### src/rtl/data_sync_pkg.sv
// rtl/data_sync_pkg.sv - shared types and default widths for the data_sync CDC pair
//
// Holds the receiver FSM state encoding and the default bus/counter widths.
// The source-side transmitter imports the same widths.

package data_sync_pkg;

    localparam int DEFAULT_BUS_WIDTH = 8;
    localparam int DEFAULT_CNT_WIDTH = 16;

    typedef enum logic [1:0] {
        IDLE     = 2'd0,
        HOLD     = 2'd1,
        ACK_WAIT = 2'd2
    } state_t;

endpackage

### src/rtl/data_sync_rx.sv
// rtl/data_sync_rx.sv - destination-side receiver of a 4-phase req/ack multi-bit CDC transfer
//
// Captures the quasi-static source bus when the synchronized request is seen,
// offers the word to a consumer over a valid/ready handshake, and returns a
// level acknowledge to the source once the word has been accepted.
//
// Optional feature macro: DATA_SYNC_RX_PARITY_EN (adds even-parity check on capture).
//
// Ports:
//   CLK         destination clock, rising edge
//   RST         synchronous active-high reset
//   REQ_SYNC    source request, already synchronized to CLK
//   UNSYNC_BUS  source data bus, stable while source request is high
//   BUS_READY   consumer accepts SYNC_BUS this cycle
//   SYNC_BUS    captured word (registered)
//   BUS_VALID   SYNC_BUS holds an unaccepted word
//   ACK         acknowledge level to source domain (registered)
//   XFER_CNT    words accepted by the consumer, wraps
//   UNSYNC_PAR  (parity build) even parity of UNSYNC_BUS from the source
//   PAR_ERR     (parity build) one-cycle pulse when a captured word fails parity

module data_sync_rx
    import data_sync_pkg::*;
#(
    parameter int BUS_WIDTH = DEFAULT_BUS_WIDTH,
    parameter int CNT_WIDTH = DEFAULT_CNT_WIDTH
) (
    input  logic                 CLK,
    input  logic                 RST,
    input  logic                 REQ_SYNC,
    input  logic [BUS_WIDTH-1:0] UNSYNC_BUS,
    input  logic                 BUS_READY,
    output logic [BUS_WIDTH-1:0] SYNC_BUS,
    output logic                 BUS_VALID,
    output logic                 ACK,
    output logic [CNT_WIDTH-1:0] XFER_CNT
`ifdef DATA_SYNC_RX_PARITY_EN
    ,
    input  logic                 UNSYNC_PAR,
    output logic                 PAR_ERR
`endif
);

    localparam logic [CNT_WIDTH-1:0] CNT_ONE = {{(CNT_WIDTH-1){1'b0}}, 1'b1};

    state_t                 state_q;
    state_t                 state_d;
    logic [BUS_WIDTH-1:0]   bus_d;
    logic                   valid_d;
    logic                   ack_d;
    logic [CNT_WIDTH-1:0]   cnt_d;
    logic                   par_err_d;
    logic                   par_ok;

`ifdef DATA_SYNC_RX_PARITY_EN
    // Even parity: the source sets UNSYNC_PAR so the total count of ones is even.
    assign par_ok = ((^UNSYNC_BUS) == UNSYNC_PAR);
`else
    assign par_ok = 1'b1;
`endif

    always_comb begin
        state_d   = state_q;
        bus_d     = SYNC_BUS;
        valid_d   = BUS_VALID;
        ack_d     = ACK;
        cnt_d     = XFER_CNT;
        par_err_d = 1'b0;

        case (state_q)
            IDLE: begin
                if (REQ_SYNC) begin
                    if (par_ok) begin
                        bus_d   = UNSYNC_BUS;
                        valid_d = 1'b1;
                        state_d = HOLD;
                    end else begin
                        // Corrupt word is dropped but still acknowledged so the
                        // source handshake completes and the link does not stall.
                        par_err_d = 1'b1;
                        ack_d     = 1'b1;
                        state_d   = ACK_WAIT;
                    end
                end
            end
            HOLD: begin
                // REQ_SYNC is deliberately not looked at here.
                if (BUS_READY) begin
                    valid_d = 1'b0;
                    ack_d   = 1'b1;
                    cnt_d   = XFER_CNT + CNT_ONE;
                    state_d = ACK_WAIT;
                end
            end
            ACK_WAIT: begin
                if (!REQ_SYNC) begin
                    ack_d   = 1'b0;
                    state_d = IDLE;
                end
            end
            default: begin
                valid_d = 1'b0;
                ack_d   = 1'b0;
                state_d = IDLE;
            end
        endcase
    end

    always_ff @(posedge CLK) begin
        if (RST) begin
            state_q   <= IDLE;
            SYNC_BUS  <= '0;
            BUS_VALID <= 1'b0;
            ACK       <= 1'b0;
            XFER_CNT  <= '0;
        end else begin
            state_q   <= state_d;
            SYNC_BUS  <= bus_d;
            BUS_VALID <= valid_d;
            ACK       <= ack_d;
            XFER_CNT  <= cnt_d;
        end
    end

`ifdef DATA_SYNC_RX_PARITY_EN
    always_ff @(posedge CLK) begin
        if (RST) begin
            PAR_ERR <= 1'b0;
        end else begin
            PAR_ERR <= par_err_d;
        end
    end
`else
    logic unused_par_err;
    assign unused_par_err = par_err_d;
`endif

endmodule

### config.mk
export PLATFORM = sky130hd
export DESIGN_NAME = data_sync_rx
export DESIGN_NICKNAME = d
export VERILOG_FILES = /design/src/rtl/data_sync_pkg.sv /design/src/rtl/data_sync_rx.sv
export SDC_FILE = /design/constraint.sdc
export NUM_CORES = 1
export LEC_CHECK = 0
export BUFFER_PORTS_ARGS = -buffer_cell sky130_fd_sc_hd__buf_2
export CAP_MARGIN = 20
export CORE_MARGIN = 2
export CORE_UTILIZATION = 40
export DETAILED_ROUTE_END_ITERATION = 8
export PLACE_DENSITY = 0.68
export SLEW_MARGIN = 40
export SYNTH_ARGS = -nofsm -noshare
export SYNTH_HDL_FRONTEND = slang
export SYNTH_SLANG_ARGS = --single-unit
### constraint.sdc
create_clock -name CLK -period 1.7 [get_ports CLK]
set_input_delay 0.34 -clock CLK [delete_from_list [all_inputs] [get_ports CLK]]
set_output_delay 0.34 -clock CLK [all_outputs]
set_load 0.005 [all_outputs]
==> results of run 1 <==
## logic make-up after synthesis
kind of cell,count (synthesis),synth area share [%]
simple gates,67,28.0
flops,28,45.9
compound gates,13,5.95
xor+xnor,10,7.18
mux,10,8.41
buf+inv,7,3.49
fa+ha+maj,1,1.03
## report_power, final
group          total [mW]  switching, mW  leakage (nW)  internal (mW)
clock network       0.436          0.197        0.0279          0.239
registers           0.697         0.0170         0.228          0.680
logic               0.115         0.0596         0.401         0.0549
## sequential cells by signal, indices dropped and copies added, names as in the netlist
signal,count
ACK,1
BUS_VALID,1
SYNC_BUS,8
XFER_CNT,16
state_q,2
## worst min-delay path by stage
| stage | end | depth (start not counted) | startpoint | slack (ns) |
|---|---|---|---|---|
| 2_1_floorplan | state_q[0] | 1 | BUS_READY | 0.45 |
| 3_3_place_gp | SYNC_BUS[0] | 2 | SYNC_BUS[0] | 0.47 |
| 3_5_place_dp | SYNC_BUS[0] | 2 | SYNC_BUS[0] | 0.48 |
| 4_1_cts | SYNC_BUS[6] | 3 | UNSYNC_BUS[6] | 0.23 |
| 5_1_grt | SYNC_BUS[6] | 3 | UNSYNC_BUS[6] | 0.21 |
| 6_report | SYNC_BUS[6] | 3 | UNSYNC_BUS[6] | 0.24 |
## worst max-delay path, cell delays in order (launching register included)
cell and delay (ns):
dfxtp_1 0.43, ha_1 0.18, and4b_2 0.34, nand4_1 0.15
or4_1 0.41, o21ai_0 0.08
## metal layers
layer | up-vias | part of all wire, % | track usage [%]
met1 | 500 | 48 | 19.4
met3 | 5 | 2.4 | 2.18
li1 | 547 | - | -
met4 | 0 | 1.6 | 7.47
met2 | 16 | 48 | 26.5
met5 | - | 0 | 0
## through the flow
step / hold slack [ns] / setup WS, ns / utilization (%) / total power [mW] / area (sq um)
6_report: 0.235 / 0.0529 / 50.3 / 1.25 / 1500
5_1_grt: 0.212 / 0.00887 / 50.3 / 1.31 / 1500
4_1_cts: 0.235 / 0.0377 / 50.3 / 1.26 / 1500
3_5_place_dp: 0.483 / 0.00667 / 48.5 / 0.828 / 1450
3_3_place_gp: 0.471 / 0.146 / 48.5 / 0.821 / 1450
2_1_floorplan: 0.454 / 0.241 / - / 0.781 / 1220
## cells in the mapped netlist (all sizes together)
cell	count	area, sq um
nor2	31	119
nand3	6	42.5
or3	1	6.26
buf	5	35.0
and2	1	6.26
nand2	7	26.3
nand4	4	25.0
xor2	3	26.3
and4b	1	10.0
dfxtp	28	561
inv	1	3.75
a2111oi	1	8.76
mux2	2	22.5
a31o	1	8.76
nand4b	1	8.76
or2	1	6.26
nand2b	4	25.0
o21ai	3	15.0
and3	1	6.26
ha	1	12.5
a21oi	8	40.0
or4	1	7.51
xnor2	7	61.3
nor3	2	15.0
clkbuf	1	3.75
nor4	3	18.8
nor2b	3	18.8
mux2i	8	80.1
## what timing repair did
action                     CTS  global route
resized for setup            1             0
setup endpoints to repair    2             0
hold buffers                 0             0
## area by class of cell
type | instances | area share, %
Timing Repair Buffer | 42 | 14.9
Inverter | 1 | 0.250
Tap cell | 33 | 2.75
Clock buffer | 3 | 1.50
Sequential cell | 28 | 37.4
Clock inverter | 1 | 2.00
Multi-Input combinational cell | 101 | 41.2
==> results.toml, run 1 <==
[timing]
skew_ns = 0.00108
fin_tns_setup_ns = 0
tightest_slew_ns = 0.545
finalCriticalPeriod_ns = 1.65
rsz0062_at_grt = "false"
relSlewSlack_pct = 63.7
hold_violations = 0
final.period_utilization_pct = 96.9
fmax_ghz = 0.607
finalMaxSlewViolations = 0
finalSetupViolCount = 0

[clock_tree]
cts_tree = "done"
postCtsSetupBuffers = 0
numCtsBuffers = 3
htreeDepth = 1
clk_pin_slew_ns = 0.15
cts_root_buf = "clkbuf_4"
clk-insertion-delay-late_ns = 0.33
cts_buffer_depth = 2
cts_sinks = 28

[worst_setup_path]
cp_max_fo = 6
crit_path_start = "XFER_CNT[0]"
cp-end-kind = "flop"
endpoint = "XFER_CNT[10]"
arrival_ns = 1.92
required_ns = 1.97
r2r_cells = 5
critPathLaunchType = "flop"
crit-reg2reg-launch = "XFER_CNT[0]"
path_class = "reg -> reg"
ff2ff_setup_slack_ns = 0.05
r2r-end = "XFER_CNT[10]"

[yosys]
synth_area_sq_mm = 0.00122
syn-mean-instance-area_sq_um = 8.97
yosysSeqAreaShare_pct = 45.9
syn-num-nets = 149
ys_types = 33
synth_warnings = 0
synthCells = 136
ys_seq_elements = 28

[placement]
numPortBuffers = 37
place_inst = 205
place.gp.congestion = 0.760
dp_hpwl_mm = 1.90

[global_route]
grt_antenna_before_repair = 0
overflow = 0
grt_start_max_net_pins = 33
grt_pass1_vias = 998
grt_usage_pct = 15.6
grt_pass1_wl_mm = 4.18

[routing]
wirelength_mm = 2.58
drc = 0
vias = 1068
drt-initial-drc-count = 79
avgRoutedWirePerCell_um = 12.3
ant_nets = 0
drt_pre_antenna_iters = 4
avgViaCountPerCell = 5.11

[final_layout]
multiInputGateArea_sq_um = 618
diodes = 0
syn_to_final_growth_pct = 22.9
fill_cells = 308
drive_above_1_share_pct = 30.7
final_nets = 190
fin_cells = 209
seqCellArea_sq_um = 561
layout_commonest_cell = "buf_2"
final_cell_mix = "buf_2 (37), nor2_1 (30), dfxtp_1 (28)"

[die]
die_area_sq_mm = 0.00351
start_util_pct = 41.0
die_h_um = 59.2
io_pins = 38
die_w_um = 59.2
core-area_sq_mm = 0.00298
placement_rows = 20

[status]
outcome = "completed"

[run]
cap_violations = 0

[power]
powerDensity_mw_per_mm2 = 832
ir_drop_uv = 334
p_leak_nw = 0.657

[worst_hold_path]
hold_class = "in -> reg"
Note: power is estimated with default switching activity, not from simulation.
==> run 2: changes to the inputs <==
Settings changed: ABC_AREA from default to 1, CELL_PAD_IN_SITES_DETAIL_PLACEMENT from default to 1, CELL_PAD_IN_SITES_GLOBAL_PLACEMENT from default to 1, CORE_UTILIZATION 40 to 35, PLACE_DENSITY 0.68 to 0.81.
==> run 2 against run 1 <==
Net effect: worst hold slack better by 0.0076 ns; clock-buffer cell count unchanged; sequential power about the same; non-clock buffer count down 4; global-route usage up 1.8 points; first-iteration DRC count down 67%; die area up 17%; critical path depth up 2; fmax up 14%; sequential share of layout area down 1.4 points; clock skew up 0.0013 ns; synthesized area up 3.3%.
==> results.toml, run 2 <==
[timing]
hold_violations = 0
tightest_slew_ns = 0.444
fin_tns_setup_ns = 0
finalCriticalPeriod_ns = 1.44
setup_ws_ns = 0.260
rsz0062_at_grt = "false"
finalSetupViolCount = 0
skew_ns = 0.00240
final.period_utilization_pct = 84.7
finalMaxSlewViolations = 0
relSlewSlack_pct = 70.4
hold_slack_ns = 0.243
fmax_ghz = 0.695

[yosys]
synth.most_common_cell = "nor2_1"
yosysSeqAreaShare_pct = 44.5
ys_seq_elements = 28
synth_warnings = 0
netlist.area_leader.share_pct = 44.5
synthCells = 175
syn-mean-instance-area_sq_um = 7.20
syn-num-nets = 188
netlist.top_cell.by_area = "dfxtp_1"
ys_types = 25
ys_top_cells_by_area = "dfxtp_1 (44%), nor2_1 (12%), nand2_1 (10%), inv_1 (4.8%), o21ai_0 (4.4%)"
synthTopCellsByCount = "nor2_1 (39), nand2_1 (34), dfxtp_1 (28)"
synth-edff-count = 0
synth-async-reset-ratio_pct = 0
synth_flop_cell = "dfxtp_1"
synth_area_sq_mm = 0.00126

[worst_setup_path]
crit_family = "simple AND/OR/NAND/NOR gates"
slowest_delay_ns = 0.43
required_ns = 1.99
crit-reg2reg-launch = "XFER_CNT[0]"
critPathLaunchType = "flop"
path_class = "reg -> reg"
worst-path-buf-inv = 0
crit_top_cell = "nand2_1"
cp_slowest_cell = "dfxtp_1"
r2r-end = "XFER_CNT[10]"
ff2ff_setup_slack_ns = 0.26
cp-end-kind = "flop"
crit_chain = "ha_1 -> nand3_1 -> nor3_2 -> nand2_1 -> nand2_1 -> nand2_1 -> nor2_1"
r2r_cells = 7
cp_max_fo = 4
arrival_ns = 1.73

[routing]
ant_nets = 0
drc = 0
drt-initial-drc-count = 26
avgViaCountPerCell = 4.78
wirelength_mm = 3.25
vias = 1247
drt_pre_antenna_iters = 6
avgRoutedWirePerCell_um = 12.4

[power]
p_int_mw = 0.969
total_power_mw = 1.26
clkPwrFrac_pct = 35.2
switching_share_pct = 22.8
powerDensity_mw_per_mm2 = 807
p_seq_share_pct = 55.7
p_leak_nw = 0.696
ir_drop_uv = 396
netSwitchingPower_mw = 0.286
comb_power_share_pct = 9.1

[clock_tree]
numCtsBuffers = 3
ctsResizeCount = 0
cts_sinks = 28
clk_pin_slew_ns = 0.15
cts_tree = "done"
hold_buffers = 0
htreeDepth = 1
postCtsSetupBuffers = 0
cts_root_buf = "clkbuf_4"
clk-insertion-delay-late_ns = 0.34
cts_buffer_depth = 2

[final_layout]
largest_register_ffs = 16
fin_util_pct = 45.9
final_nets = 229
diodes = 0
design_area_sq_mm = 0.00156
largest_registers = "XFER_CNT: 16 flops, SYNC_BUS: 8 flops, state_q: 2 flops"
final_cell_mix = "nor2_1 (39), buf_2 (37), nand2_1 (34)"
fin_cells = 261
syn_to_final_growth_pct = 23.4
fill_cells = 463
drive_above_1_share_pct = 26.0
regMostFlops = "XFER_CNT"
layout_commonest_cell = "nor2_1"

[worst_hold_path]
holdPathStages = 3
hp-start = "UNSYNC_BUS[2]"
hold_class = "in -> reg"
whs_endpoint = "SYNC_BUS[2]"

[placement]
place_inst = 257
dp_hpwl_mm = 2.44
dp_slack_ns = 0.298
numPortBuffers = 37
place.gp.congestion = 0.772
place_area_sq_mm = 0.00150

[global_route]
grt_pass1_vias = 1241
grt_usage_pct = 17.4
overflow = 0
grt_pass1_wl_mm = 5.64
grt_start_max_net_pins = 17
grt_antenna_before_repair = 0

[die]
die_w_um = 64
io_pins = 38
core-area_sq_mm = 0.00339
start_util_pct = 37.2
die_area_sq_mm = 0.00410
die_h_um = 64
placement_rows = 21

[run]
cap_violations = 0

[status]
outcome = "completed"
run 2: changes by cell type in the layout (fill, tap and decap cells not counted), moves of 7 or more:
cell and delta:
mux2i_1 -8, nor2_1 +9, xnor2_1 -7, nand2_1 +27, inv_1 +15, o21ai_0 +8
run 2: metal layers:
layer  vias to the layer above  global-route usage (%)  share of wire [%]
li1                        638                       -                  -
met1                       579                    21.9                 45
met2                        24                    29.3                 50
met3                         6                    2.64                4.0
met4                         0                    7.88                1.4
met5                         -                       0                  0
run 2: kinds of logic after synthesis:
| logic type | synth area share [%] |
|---|---|
| xor gates and xnor gates | 0.695 |
| adders and majority gates | 0.993 |
| AOI/OAI and AO/OA | 11.1 |
| DFF | 44.5 |
| buffers and inverters | 6.55 |
| and+or+nand+nor | 36.1 |
run 2: how the worst max path moves through the flow:
stage | slack [ns] | depth (start not counted) | end | start
2_1_floorplan | 0.50 | 6 | XFER_CNT[10] | XFER_CNT[0]
3_3_place_gp | 0.29 | 7 | XFER_CNT[10] | XFER_CNT[0]
3_5_place_dp | 0.30 | 7 | XFER_CNT[10] | XFER_CNT[0]
4_1_cts | 0.26 | 7 | XFER_CNT[10] | XFER_CNT[0]
5_1_grt | 0.11 | 7 | XFER_CNT[10] | XFER_CNT[0]
6_report | 0.26 | 7 | XFER_CNT[10] | XFER_CNT[0]
run 2: worst register-to-register path, delay by kind of cell (launching register included):
kind,cells,cell delay [ns]
adder cells (fa/ha/maj),1,0.22
flip-flops,1,0.43
AND/OR/NAND/NOR,6,0.74
run 2: layout make-up:
cell class              count  area [sq um]  share of cell area (%)
clock buffers               3          22.5                    1.45
clock inverters             1          30.0                    1.93
multi-input cells         125           617                    39.7
flip-flops and latches     28           561                    36.0
inverters                  20          75.1                    4.83
well taps                  46          57.6                    3.70
repair buffers             38           193                    12.4
run 2: power by group through the flow:
stage	combinational, mW	sequential (mW)	clock [mW]
5_1_grt	0.133	0.702	0.479
3_5_place_dp	0.117	0.714	0
2_1_floorplan	0.0587	0.715	0
3_3_place_gp	0.113	0.713	0
4_1_cts	0.117	0.700	0.459
6_report	0.114	0.699	0.442
==> run 3: changes to the inputs <==
Settings changed: ABC_AREA 1 to 0, CORE_UTILIZATION 35 to 33, PLACE_DENSITY 0.81 to 0.77.
Clock period 1.7 ns to 1.2 ns, I/O delays scaled along.
==> run 3 against run 2 <==
Net effect: the run now ends with negative setup slack left; clock power up 75%; fmax down 2.5%; utilization rose by 10 points; final cell count down 0.38%; clock skew is 0.0011 ns lower; sequential cell count stayed put; worst setup slack worse by 0.54 ns; largest cell class unchanged.
==> results.toml, run 3 (synthesized netlist as in run 1, its figures left out) <==
[status]
outcome = "finished with violations"
violations = "negative setup slack"

[routing]
ant_nets = 0
vias = 1268
avgRoutedWirePerCell_um = 15.5
drt_pre_antenna_iters = 4
wirelength_mm = 4.02
drt-initial-drc-count = 42
avgViaCountPerCell = 4.88
drc = 0

[power]
netSwitchingPower_mw = 0.467
ir_drop_uv = 776
p_seq_share_pct = 49.3
clkPwrFrac_pct = 38.5
total_power_mw = 2.01
p_int_mw = 1.54
powerDensity_mw_per_mm2 = 992
switching_share_pct = 23.2
comb_power_share_pct = 12.3
p_leak_nw = 0.957

[clock_tree]
clk_pin_slew_ns = 0.10
cts_sinks = 28
hold_buffers = 0
cts_root_buf = "clkbuf_8"
htreeDepth = 1
cts_buffer_depth = 2
clk-insertion-delay-late_ns = 0.28
numCtsBuffers = 3
cts_tree = "done"

[final_layout]
largest_register_ffs = 16
diodes = 0
layout_commonest_cell = "buf_2"
regMostFlops = "XFER_CNT"
fill_cells = 431
final_nets = 226
drive_above_1_share_pct = 53.8
syn_to_final_growth_pct = 65.8
fin_cells = 260
final_cell_mix = "buf_2 (36), buf_4 (29), nor2_1 (27)"
largest_registers = "XFER_CNT: 16 flops, SYNC_BUS: 8 flops, state_q: 2 flops"
fin_util_pct = 56.1

[timing]
relSlewSlack_pct = 76.4
tightest_slew_ns = 0.345
final.period_utilization_pct = 123
skew_ns = 0.00135
rsz0062_at_grt = "true"
fmax_ghz = 0.677
finalCriticalPeriod_ns = 1.48
setup_ws_ns = -0.277
fin_tns_setup_ns = -3.03
finalMaxSlewViolations = 0
hold_violations = 0
finalSetupViolCount = 17

[worst_setup_path]
worst-path-stages = 6
cp_slowest_cell = "dfxtp_2"
required_ns = 1.38
worst-path-buf-inv = 2
critPathLaunchType = "flop"
crit_family = "flip-flops"
path_class = "reg -> reg"
r2r_cells = 6
slowest_delay_ns = 0.36
cp-end-kind = "flop"
arrival_ns = 1.66
ff2ff_setup_slack_ns = -0.28
crit_chain = "ha_4 -> and4b_2 -> buf_4 -> buf_6 -> nand3_2 -> mux2_4"
cp_max_fo = 4

[die]
die_w_um = 64.8
start_util_pct = 33.8
placement_rows = 22
core-area_sq_mm = 0.00361
io_pins = 38
die_h_um = 64.8
die_area_sq_mm = 0.00420

[worst_hold_path]
hold_class = "in -> reg"
holdPathStages = 3

[global_route]
grt_pass1_wl_mm = 6.32
grt_antenna_before_repair = 0
grt_pass1_vias = 1340
overflow = 0
grt_start_max_net_pins = 17
grt_usage_pct = 19.7

[placement]
numPortBuffers = 37
dp_hpwl_mm = 2.66
dp_slack_ns = -0.285
place.gp.congestion = 0.750
place_inst = 246

[run]
cap_violations = 0
run 3: path summary, 6_finish.rpt:
check	from	endpoint
max	XFER_CNT[1]	XFER_CNT[14]
min	UNSYNC_BUS[2]	SYNC_BUS[2]
max reg2reg	XFER_CNT[1]	XFER_CNT[14]
min reg2reg	SYNC_BUS[2]	SYNC_BUS[2]
run 3: routing by layer:
layer | part of all wire [%] | up-vias | track usage [%]
met5 | 0 | - | 0
met4 | 3.2 | 0 | 8.78
met3 | 3.9 | 10 | 3.99
met2 | 54 | 28 | 36.6
met1 | 39 | 619 | 21.4
li1 | - | 611 | -
run 3: layout make-up:
class	instances	area, sq um	share of cell area (%)
sequential	28	569	28.1
multi-input combinational	101	766	37.8
clock inverter	1	30.0	1.48
timing repair buffer	78	553	27.3
clock buffer	3	41.3	2.04
tap	48	60.1	2.97
inverter	1	3.75	0.186
run 3: what timing repair did:
item	CTS	global route
resized for setup	23	20
buffers inserted	5	5
endpoints found under the setup margin	23	30
hold endpoints to repair	0	0
pin swaps	13	9
run 3: power by group through the flow:
stage	Clock, mW	Combinational (mW)	Sequential, mW
finish	0.773	0.246	0.989
global route	0.826	0.268	0.993
CTS	0.778	0.235	0.985
detailed placement	0	0.199	1.00
global placement	0	0.187	1.00
floorplan	0	0.102	1.01
run 3: worst reg2reg max path, stage by stage (launching register included):
cell and delay (ns):
dfxtp_2 0.36, ha_4 0.15, and4b_2 0.23, buf_4 0.14, buf_6 0.12, nand3_2 0.08
mux2_4 0.30
run 3: through the flow:
| stage | instance area [sq um] | hold WS (ns) |
|---|---|---|
| 2_1_floorplan | 1260 | 0.355 |
| 3_3_place_gp | 1690 | 0.467 |
| 3_5_place_dp | 1690 | 0.484 |
| 4_1_cts | 1910 | 0.189 |
| 5_1_grt | 2020 | 0.183 |
| 6_report | 2020 | 0.184 |
